[src/rtl/cfs_algn_pkg.sv]
// Shared widths and field positions for the aligner's packed TX word.
// Word layout from LSB: data, then offset, then size in the MSBs.
package cfs_algn_pkg;

    function automatic int unsigned algn_offset_width(input int unsigned data_w);
        return (data_w > 8) ? $clog2(data_w / 8) : 1;
    endfunction

    // Size counts 1..bytes-per-word, so it needs one more bit than the offset.
    function automatic int unsigned algn_size_width(input int unsigned data_w);
        return $clog2(data_w / 8) + 1;
    endfunction

    function automatic int unsigned fifo_data_width(input int unsigned data_w);
        return data_w + algn_offset_width(data_w) + algn_size_width(data_w);
    endfunction

    function automatic int unsigned data_lsb(input int unsigned data_w);
        return (data_w > 0) ? 0 : 0;
    endfunction

    function automatic int unsigned data_msb(input int unsigned data_w);
        return data_w - 1;
    endfunction

    function automatic int unsigned offset_lsb(input int unsigned data_w);
        return data_w;
    endfunction

    function automatic int unsigned offset_msb(input int unsigned data_w);
        return data_w + algn_offset_width(data_w) - 1;
    endfunction

    function automatic int unsigned size_lsb(input int unsigned data_w);
        return data_w + algn_offset_width(data_w);
    endfunction

    function automatic int unsigned size_msb(input int unsigned data_w);
        return fifo_data_width(data_w) - 1;
    endfunction

    localparam int unsigned ALGN_DATA_WIDTH_DEF   = 32;
    localparam int unsigned ALGN_OFFSET_WIDTH_DEF = algn_offset_width(ALGN_DATA_WIDTH_DEF);
    localparam int unsigned ALGN_SIZE_WIDTH_DEF   = algn_size_width(ALGN_DATA_WIDTH_DEF);
    localparam int unsigned FIFO_DATA_WIDTH_DEF   = fifo_data_width(ALGN_DATA_WIDTH_DEF);

endpackage

[src/rtl/cfs_sync_fifo.sv]
// Generic synchronous first-word-fall-through FIFO with a registered fill level.
// Optional synchronous clear port when CFS_TX_FIFO_CLR_EN is defined.
module cfs_sync_fifo #(
    parameter  int unsigned WIDTH = 37,
    parameter  int unsigned DEPTH = 8,
    localparam int unsigned CNT_W = $clog2(DEPTH) + 1
) (
    input  logic             clk,
    input  logic             reset_n,
`ifdef CFS_TX_FIFO_CLR_EN
    input  logic             clr,
`endif
    input  logic             push_valid,
    input  logic [WIDTH-1:0] push_data,
    output logic             push_ready,
    output logic             pop_valid,
    output logic [WIDTH-1:0] pop_data,
    input  logic             pop_ready,
    output logic [CNT_W-1:0] fifo_lvl,
    output logic             fifo_full,
    output logic             fifo_empty
);

    localparam int unsigned IDX_W = CNT_W - 1;

    logic [WIDTH-1:0] r_mem [DEPTH];
    logic [CNT_W-1:0] r_wr_ptr;
    logic [CNT_W-1:0] r_rd_ptr;
    logic [CNT_W-1:0] r_lvl;
    logic [IDX_W-1:0] w_wr_idx;
    logic [IDX_W-1:0] w_rd_idx;
    logic             w_full;
    logic             w_empty;
    logic             w_push;
    logic             w_pop;

    // Handshake: a word moves on a rising edge only when valid and ready are
    // both high; ready never looks at the partner's valid, so push_ready and
    // pop_valid depend on registered state only.
    assign w_full   = (r_lvl == CNT_W'(DEPTH));
    assign w_empty  = (r_lvl == '0);
    assign w_wr_idx = r_wr_ptr[IDX_W-1:0];
    assign w_rd_idx = r_rd_ptr[IDX_W-1:0];

`ifdef CFS_TX_FIFO_CLR_EN
    assign w_push = push_valid & ~w_full & ~clr;
    assign w_pop  = pop_ready & ~w_empty & ~clr;
`else
    assign w_push = push_valid & ~w_full;
    assign w_pop  = pop_ready & ~w_empty;
`endif

    always_ff @(posedge clk or negedge reset_n) begin
        if (!reset_n) begin
            r_wr_ptr <= '0;
            r_rd_ptr <= '0;
            r_lvl    <= '0;
        end
`ifdef CFS_TX_FIFO_CLR_EN
        else if (clr) begin
            r_wr_ptr <= '0;
            r_rd_ptr <= '0;
            r_lvl    <= '0;
        end
`endif
        else begin
            if (w_push) r_wr_ptr <= r_wr_ptr + 1'b1;
            if (w_pop)  r_rd_ptr <= r_rd_ptr + 1'b1;
            case ({w_push, w_pop})
                2'b10:   r_lvl <= r_lvl + 1'b1;
                2'b01:   r_lvl <= r_lvl - 1'b1;
                default: r_lvl <= r_lvl;
            endcase
        end
    end

    // Storage is deliberately not reset; only pointers define validity.
    always_ff @(posedge clk) begin
        if (w_push) r_mem[w_wr_idx] <= push_data;
    end

    assign push_ready = ~w_full;
    assign pop_valid  = ~w_empty;
    assign pop_data   = r_mem[w_rd_idx];
    assign fifo_lvl   = r_lvl;
    assign fifo_full  = w_full;
    assign fifo_empty = w_empty;

endmodule

[src/rtl/cfs_tx_fifo.sv]
// TX word FIFO between aligner core and TX controller; wraps cfs_sync_fifo.
// Defining CFS_TX_FIFO_CLR_EN adds a synchronous clear input 'clr'.
module cfs_tx_fifo
    import cfs_algn_pkg::*;
#(
    parameter  int unsigned ALGN_DATA_WIDTH = 32,
    parameter  int unsigned FIFO_DEPTH      = 8,
    localparam int unsigned FIFO_DATA_WIDTH = fifo_data_width(ALGN_DATA_WIDTH),
    localparam int unsigned CNT_WIDTH       = $clog2(FIFO_DEPTH) + 1
) (
    input  logic                       clk,
    input  logic                       reset_n,
`ifdef CFS_TX_FIFO_CLR_EN
    input  logic                       clr,
`endif
    input  logic                       push_valid,
    input  logic [FIFO_DATA_WIDTH-1:0] push_data,
    output logic                       push_ready,
    output logic                       pop_valid,
    output logic [FIFO_DATA_WIDTH-1:0] pop_data,
    input  logic                       pop_ready,
    output logic [CNT_WIDTH-1:0]       fifo_lvl,
    output logic                       fifo_full,
    output logic                       fifo_empty
);

    cfs_sync_fifo #(
        .WIDTH (FIFO_DATA_WIDTH),
        .DEPTH (FIFO_DEPTH)
    ) u_fifo (
        .clk        (clk),
        .reset_n    (reset_n),
`ifdef CFS_TX_FIFO_CLR_EN
        .clr        (clr),
`endif
        .push_valid (push_valid),
        .push_data  (push_data),
        .push_ready (push_ready),
        .pop_valid  (pop_valid),
        .pop_data   (pop_data),
        .pop_ready  (pop_ready),
        .fifo_lvl   (fifo_lvl),
        .fifo_full  (fifo_full),
        .fifo_empty (fifo_empty)
    );

endmodule

[config.mk]
export PLATFORM = sky130hd
export DESIGN_NAME = cfs_tx_fifo
export DESIGN_NICKNAME = d
export VERILOG_FILES = /design/src/rtl/cfs_algn_pkg.sv /design/src/rtl/cfs_sync_fifo.sv /design/src/rtl/cfs_tx_fifo.sv
export SDC_FILE = /design/constraint.sdc
export NUM_CORES = 1
export LEC_CHECK = 0
export ABC_AREA = 0
export CAP_MARGIN = 20
export CORE_MARGIN = 4
export CORE_UTILIZATION = 40
export DETAILED_ROUTE_END_ITERATION = 7
export HOLD_SLACK_MARGIN = 0.15
export PLACE_DENSITY = 0.6
export SKIP_CTS_REPAIR_TIMING = 1
export SYNTH_ARGS = -nofsm -noshare
export SYNTH_HDL_FRONTEND = slang
export SYNTH_HIERARCHICAL = 1
export SYNTH_SLANG_ARGS = --single-unit
[constraint.sdc]
create_clock -name clk -period 3.55 [get_ports clk]
set_input_delay 0.71 -clock clk [delete_from_list [all_inputs] [get_ports clk]]
set_output_delay 0.71 -clock clk [all_outputs]
set_load 0.02 [all_outputs]
==> summary.md, run 1 <==
| Metric | Value |
|---|---|
| Cell row count | 62 |
| Worst clock skew | 0.0116 ns |
| Crit path largest cell delay | 0.55 ns |
| Max-capacitance violation count | 0 |
| Iteration count of the initial detailed-routing pass | 4 |
| Critical path fanouts, max | 16 |
| Minimum hold slack | 0.521 ns |
| Latest clock arrival within the worst-skew pair | 0.54 ns |
| Launching element type of the critical path | flop |
| Fin nets | around 660 |
| Number of warnings printed during yosys synthesis | 6 |
| Routed vias/inst | 5.21 |
| Antenna violations before repair | 1 |
| Die Area | 0.0322 mm² |
| Count leader, synth | edfxtp_1 |
| Req. time, crit path | roughly 2.8 ns |
| Chip Height | 179 µm |
| Cell type with the highest aggregate area in the netlist | edfxtp_1 |
| Placeable Area | 0.0289 mm² |
| Weighted congestion at the end of routability-driven global placement | 0.733 |
| Overall via count from detail_route | 5325 |
| # clock sinks | 306 |
| Fin area | 0.0143 mm² |
| Endpoint class of the critical path | output pin |
| CTS tree | built |
| Worst-path cell chain | buf_12 -> buf_12 -> mux4_2 -> mux2_2 -> clkdlybuf4s50_1 |
| Rel. slew slack | about 64% |
| Count of pins over their slew limit | 0 |
| Cells after DPL | 963 |
| Iteration-0 DRC Markers | approximately 400 |
| Final antenna diode count | 0 |
| Synth Area per Inst | 23.8 µm² |
| Number of setup violations in the final report | 0 |
| Worst reg-to-reg path cell count | 8 |
| Start of the worst register-to-register path | u_fifo/fifo_lvl[0] |
| Synth Cell Area | 0.0118 mm² |
| Proportion of layout cells with a drive suffix above 1 | 30.6% |
| Hold/Removal Path Class | in2async |
| Num CTS Buffers | 30 |
| Initial core utilization | 40.7% |
| Hold violation total from the final report | 0 |
| Post-layout worst setup margin | 0.133 ns |
| Dpl cell area | 0.0133 mm² |
| Critical path origin | u_fifo/r_rd_ptr[0] |
| Maximum number of pins on one net before global-route repair | 43 |
| Slew of the pin with the lowest slew margin | 0.532 ns |
| Syn_nets | 541 |
| First-pass GRT wire length | 35300 µm |
| Number of levels in the clock H-tree | 1 |
| Slowest stage cell on the critical path | clkdlybuf4s50_1 |
| R2R setup slack | 0.63 ns |
| Buffer levels on the longest clock path | 3 |
| Dpl hpwl | 13500 µm |
| Post-synth cell types | 30 |
| Final Non-Filler Cells | 1022 |
| Post-route clock period utilization | 96.3% |
| Area share of the leading cell type in the synthesized netlist | 75.6% |
| Drc violations | 0 |
| Utilization of the core after routing | 49.6% |
| Post-synth EDFFs | 296 |
| Setup repair after global routing missed its margin | no |
| Buffers on Ports | 85 |
| Power density normalized to cell area | around 860 mW/mm² |
| Ys async rst share | under 10% |
| Post-route ant nets | 0 |
| Number of cells produced by synthesis | slightly below 500 |
| Die Width | 179 µm |
| Synth top area cells | edfxtp_1 76%, mux4_2 14%, mux2_2 3.7% |
| Post-placement setup slack | 0.404 ns |
| Overall fraction of global-route tracks in use | between 10 and 15% |
| Clock root buffer | clkbuf_16 |
| Worst voltage drop across the vdd grid | 0.438 mV |
| Layout Area Growth over Synthesis | 21.8% |
| Post-synth top flop | edfxtp_1 |
| F_max | 293 MHz |
| Startpoint-to-endpoint class of the critical path | reg2out |
| Remaining Overflow, GRT | 0 |
| WP data arrival | about 2.7 ns |
| Static leakage | 4.57 nW |
| Top cell by count, worst path | buf_12 |
| Via count of the first global-routing pass | 5785 |
| Capturing point of the worst reg2reg path | u_fifo/fifo_lvl[3] |
| Wire per inst | 22.9 µm |
| Final critical delay including setup and external delays | 3.42 ns |
| Flip-flop and latch count after synthesis | 306 |
| Number of top-level pins | 86 |
| Status | complete, no violations |
| Final routed wirelength across all metal layers | 23400 µm |
| Commonest cells in the synthesized netlist | 296 x edfxtp_1, 74 x mux4_2, 39 x mux2_2, 10 x dfrtp_1, 7 x inv_1 |
| Sequential fraction of the synthesis area | 77.8% |
| Clock transition at the register clock pins on the worst setup and hold paths after CTS | 0.06 ns |
per-stage QoR:
| step | setup TNS (ns) | power, mW |
|---|---|---|
| detailed placement | 0 | 9.29 |
| finish | 0 | 12.3 |
| CTS | -2.59 | 12.4 |
| global route | 0 | 12.9 |
| floorplan | 0 | 7.54 |
| global placement | 0 | 9.20 |
critical path, delay by kind of cell, from the launching register on:
family                 cells  cell delay, ns
buffers and inverters      3            0.87
multiplexers               2            0.81
flip-flops                 1            0.47
cell usage in the layout, fill, tap and decap left out, types with 2 or more instances in the layout:
| master | n |
|---|---|
| dfrtp_1 | 7 |
| nor3_4 | 2 |
| clkbuf_1 | 4 |
| buf_12 | 9 |
| clkdlybuf4s50_1 | 85 |
| inv_1 | 7 |
| mux4_2 | 74 |
| nand2_1 | 3 |
| mux2_2 | 39 |
| or4b_1 | 2 |
| buf_4 | 18 |
| clkinv_2 | 4 |
| nand3_1 | 5 |
| clkinv_1 | 7 |
| bufinv_16 | 3 |
| edfxtp_1 | 296 |
| nor2_4 | 6 |
| ha_1 | 5 |
| nand2b_1 | 2 |
| clkbuf_16 | 31 |
| clkinv_4 | 2 |
| clkinvlp_4 | 2 |
| dfrtp_4 | 2 |
| a21oi_1 | 2 |
| xnor2_1 | 5 |
| nor3b_1 | 3 |
logic make-up after synthesis:
kind of cell / count (synthesis) / share of synthesized area [%]
xor+xnor: 6 / 0.447
buf+inv: 29 / 1.37
mux: 115 / 18.1
flops: 306 / 77.8
compound gates: 6 / 0.362
fa+ha+maj: 6 / 0.703
simple gates: 26 / 1.24
where the power goes:
part           leakage [nW]  switching [mW]  internal, mW
registers              2.80           0.296          4.56
clock network         0.469            1.25          1.81
logic                  1.30            2.12          2.25
worst max path at each step:
stage                    endpoint  cells after the start
2_1_floorplan  u_fifo/r_mem[7][0]                      4
3_3_place_gp          pop_data[3]                      4
3_5_place_dp          pop_data[3]                      4
4_1_cts               pop_data[3]                      4
5_1_grt               pop_data[8]                      5
6_report              pop_data[8]                      5
flip-flops by register name, summed over array words and instances, names as in the netlist:
name	count
u_fifo/r_mem	296
u_fifo/fifo_lvl	4
u_fifo/r_rd_ptr	3
u_fifo/r_wr_ptr	3
layout make-up:
| type | instances | area (µm²) |
|---|---|---|
| timing repair buffer | 112 | 1170 |
| inverter | 7 | 26.3 |
| multi-input combinational | 159 | 2520 |
| clock buffer | 35 | 791 |
| sequential | 306 | 9150 |
| fill | 2323 | 14600 |
| clock inverter | 19 | 178 |
| tap | 384 | 480 |
per-layer routing:
metal	wire (µm)	up-vias	track usage, %
li1	-	2334	-
met3	1090	25	3.17
met1	10300	2859	20.4
met2	11700	105	24.4
met4	272	2	2.67
met5	13	-	0
No activity file was read; power rests on OpenSTA's default activity.
==> inputs of run 2 (changes only) <==
Settings changed: PLACE_DENSITY 0.6 to 0.7.
==> run 2 against run 1 <==
  * Die area is the same
  * Hold slack lost 0.0017 ns
  * Final area grew 0.32%
  * Final cell count grew 0.49%
==> summary.md, run 2 (synthesis gave the netlist of run 1 again) <==
| Metric | Value |
|---|---|
| Status | complete, no violations (unchanged) |
| Die Width | 179 µm (unchanged) |
| Cell row count | 62 (unchanged) |
| Final critical delay including setup and external delays | 3.46 ns (was 3.42 ns) |
| Hold violation total from the final report | 0 (unchanged) |
| Req. time, crit path | 2.84 ns (about the same) |
| Static leakage | 4.67 nW (was 4.57 nW) |
| Slowest stage cell on the critical path | dfrtp_4 (was clkdlybuf4s50_1) |
| CTS tree | built (unchanged) |
| Number of setup violations in the final report | 0 (unchanged) |
| Leading cell types in the layout, fill and taps excluded | 296 x edfxtp_1, 76 x clkdlybuf4s50_1, 74 x mux4_2 (was 296 x edfxtp_1, 85 x clkdlybuf4s50_1, 74 x mux4_2) |
| Clock root buffer | clkbuf_16 (unchanged) |
| Dpl hpwl | 13300 µm (was 13500 µm) |
| Post-placement setup slack | 0.473 ns (was 0.404 ns) |
| Iteration count of the initial detailed-routing pass | 4 (unchanged) |
| Critical path buffer and inverter count | 2 (was 3) |
| Remaining Overflow, GRT | 0 (unchanged) |
| Setup repair after global routing missed its margin | yes (was no) |
| Die Area | 0.0322 mm² (unchanged) |
| Wire per inst | 22.1 µm (was 22.9 µm) |
| Chip Height | 179 µm (unchanged) |
| Proportion of layout cells with a drive suffix above 1 | 30.6% (about the same) |
| Commonest non-fill, non-tap cell in the layout | edfxtp_1 (unchanged) |
| Buffer levels on the longest clock path | 3 (unchanged) |
| F_max | 289 MHz (was 293 MHz) |
| First-pass GRT wire length | 34800 µm (was 35300 µm) |
| Worst-path cell chain | buf_16 -> mux4_2 -> mux2_2 -> clkdlybuf4s50_1 (was buf_12 -> buf_12 -> mux4_2 -> mux2_2 -> clkdlybuf4s50_1) |
| Post-layout worst setup margin | 0.0908 ns (was 0.133 ns) |
| Crit path largest cell delay | 0.55 ns (about the same) |
| Routed vias/inst | 5.16 (was 5.21) |
| Weighted congestion at the end of routability-driven global placement | 0.714 (was 0.733) |
| Rel. slew slack | 65.3% (was 64.4%) |
| Slew of the pin with the lowest slew margin | 0.519 ns (was 0.532 ns) |
| Via count of the first global-routing pass | 5816 (was 5785) |
| Initial core utilization | 40.7% (unchanged) |
| Power density normalized to cell area | 848 mW/mm² (was 859 mW/mm²) |
| Placeable Area | 0.0289 mm² (unchanged) |
| Overall fraction of global-route tracks in use | 14.3% (was 14.6%) |
| Fillcell total | 2259 (was 2323) |
| Critical path fanouts, max | 32 (was 16) |
| Endpoint class of the critical path | output pin (unchanged) |
| Maximum number of pins on one net before global-route repair | 37 (was 43) |
| Post-route clock period utilization | 97.4% (was 96.3%) |
| Fin area | 0.0144 mm² (was 0.0143 mm²) |
| Flip-flop count of the largest register, all copies and words added | 296 (unchanged) |
| Number of levels in the clock H-tree | 1 (unchanged) |
| Cell family with the largest share of critical-path delay | multiplexers (was buffers and inverters) |
| Post-route ant nets | 0 (unchanged) |
| Largest register by flop count | u_fifo/r_mem (unchanged) |
| Iteration-0 DRC Markers | 326 (was 399) |
| Worst clock skew | 0.00680 ns (was 0.0116 ns) |
| # clock sinks | 306 (unchanged) |
| Overall via count from detail_route | 5300 (was 5325) |
| Power, Total | 12.2 mW (was 12.3 mW) |
| Utilization of the core after routing | 49.7% (was 49.6%) |
| Startpoint-to-endpoint class of the critical path | reg2out (unchanged) |
| Latest clock arrival within the worst-skew pair | 0.53 ns (was 0.54 ns) |
| Buffers on Ports | 85 (unchanged) |
| Worst voltage drop across the vdd grid | 0.422 mV (was 0.438 mV) |
| Dpl cell area | 0.0133 mm² (about the same) |
| Final routed wirelength across all metal layers | 22700 µm (was 23400 µm) |
| Number of top-level pins | 86 (unchanged) |
| WP data arrival | 2.75 ns (was 2.71 ns) |
| Count of pins over their slew limit | 0 (unchanged) |
| Drc violations | 0 (unchanged) |
| Max-capacitance violation count | 0 (unchanged) |
| Num CTS Buffers | 30 (unchanged) |
| Cells after DPL | 964 (was 963) |
| Layout Area Growth over Synthesis | 22.1% (was 21.8%) |
| Final Non-Filler Cells | 1027 (was 1022) |
| Clock transition at the register clock pins on the worst setup and hold paths after CTS | 0.06 ns (about the same) |
| Hold/Removal Path Class | in2async (unchanged) |
| Fin nets | 667 (was 663) |
| Antenna violations before repair | 3 (was 1) |
| Launching element type of the critical path | flop (unchanged) |
## run 2: layout make-up
class / count / area, µm² / share of cell area [%]
antenna: 2 / 5.00 / 0.0349
clock buffer: 37 / 798 / 5.56
clock inverter: 16 / 131 / 0.915
inverter: 7 / 26.3 / 0.183
multi-input combinational: 159 / 2520 / 17.5
sequential: 306 / 9150 / 63.7
tap: 384 / 480 / 3.35
timing repair buffer: 116 / 1240 / 8.67
## run 2: metrics by stage
stage	setup TNS, ns	hold WS [ns]
after global routing	-0.0874	0.523
after detailed placement	0	0.511
after CTS	-0.242	0.502
after global placement	0	0.498
final	0	0.519
after floorplan	0	0.414
## run 2: layer usage
metal	global-route usage, %	vias up	routed length (µm)
li1	-	2346	-
met1	19.2	2779	9430
met2	24.3	145	11500
met3	3.57	26	1540
met4	2.70	4	238
met5	0	-	27
## run 2: worst paths after layout
| kind | start | endpoint | slack [ns] | cells past startpoint |
|---|---|---|---|---|
| max reg2reg | u_fifo/fifo_lvl[0] | u_fifo/fifo_lvl[3] | 0.49 | 7 |
| min reg2reg | u_fifo/r_wr_ptr[0] | u_fifo/r_wr_ptr[0] | 0.52 | 1 |
| max | u_fifo/r_rd_ptr[0] | pop_data[0] | 0.09 | 4 |
| min in group clk | u_fifo/r_wr_ptr[0] | u_fifo/r_wr_ptr[0] | 0.52 | 1 |
| max in group asynchronous | reset_n | u_fifo/r_rd_ptr[0] | 2.64 | 1 |
| min | reset_n | u_fifo/fifo_lvl[2] | 0.52 | 1 |
## run 2: worst register-to-register path: stages, from the launching register on
cell	delay, ns
dfrtp_1	0.46
or4b_1	0.70
nand2_2	0.19
ha_1	0.36
ha_1	0.36
or4b_1	0.57
o311ai_0	0.15
o211ai_1	0.14
## run 2: power by group
part / leakage, nW / switching [mW] / internal [mW]
logic: 1.41 / 2.08 / 2.26
clock network: 0.453 / 1.23 / 1.73
registers: 2.80 / 0.302 / 4.56
total: 4.67 / 3.61 / 8.55
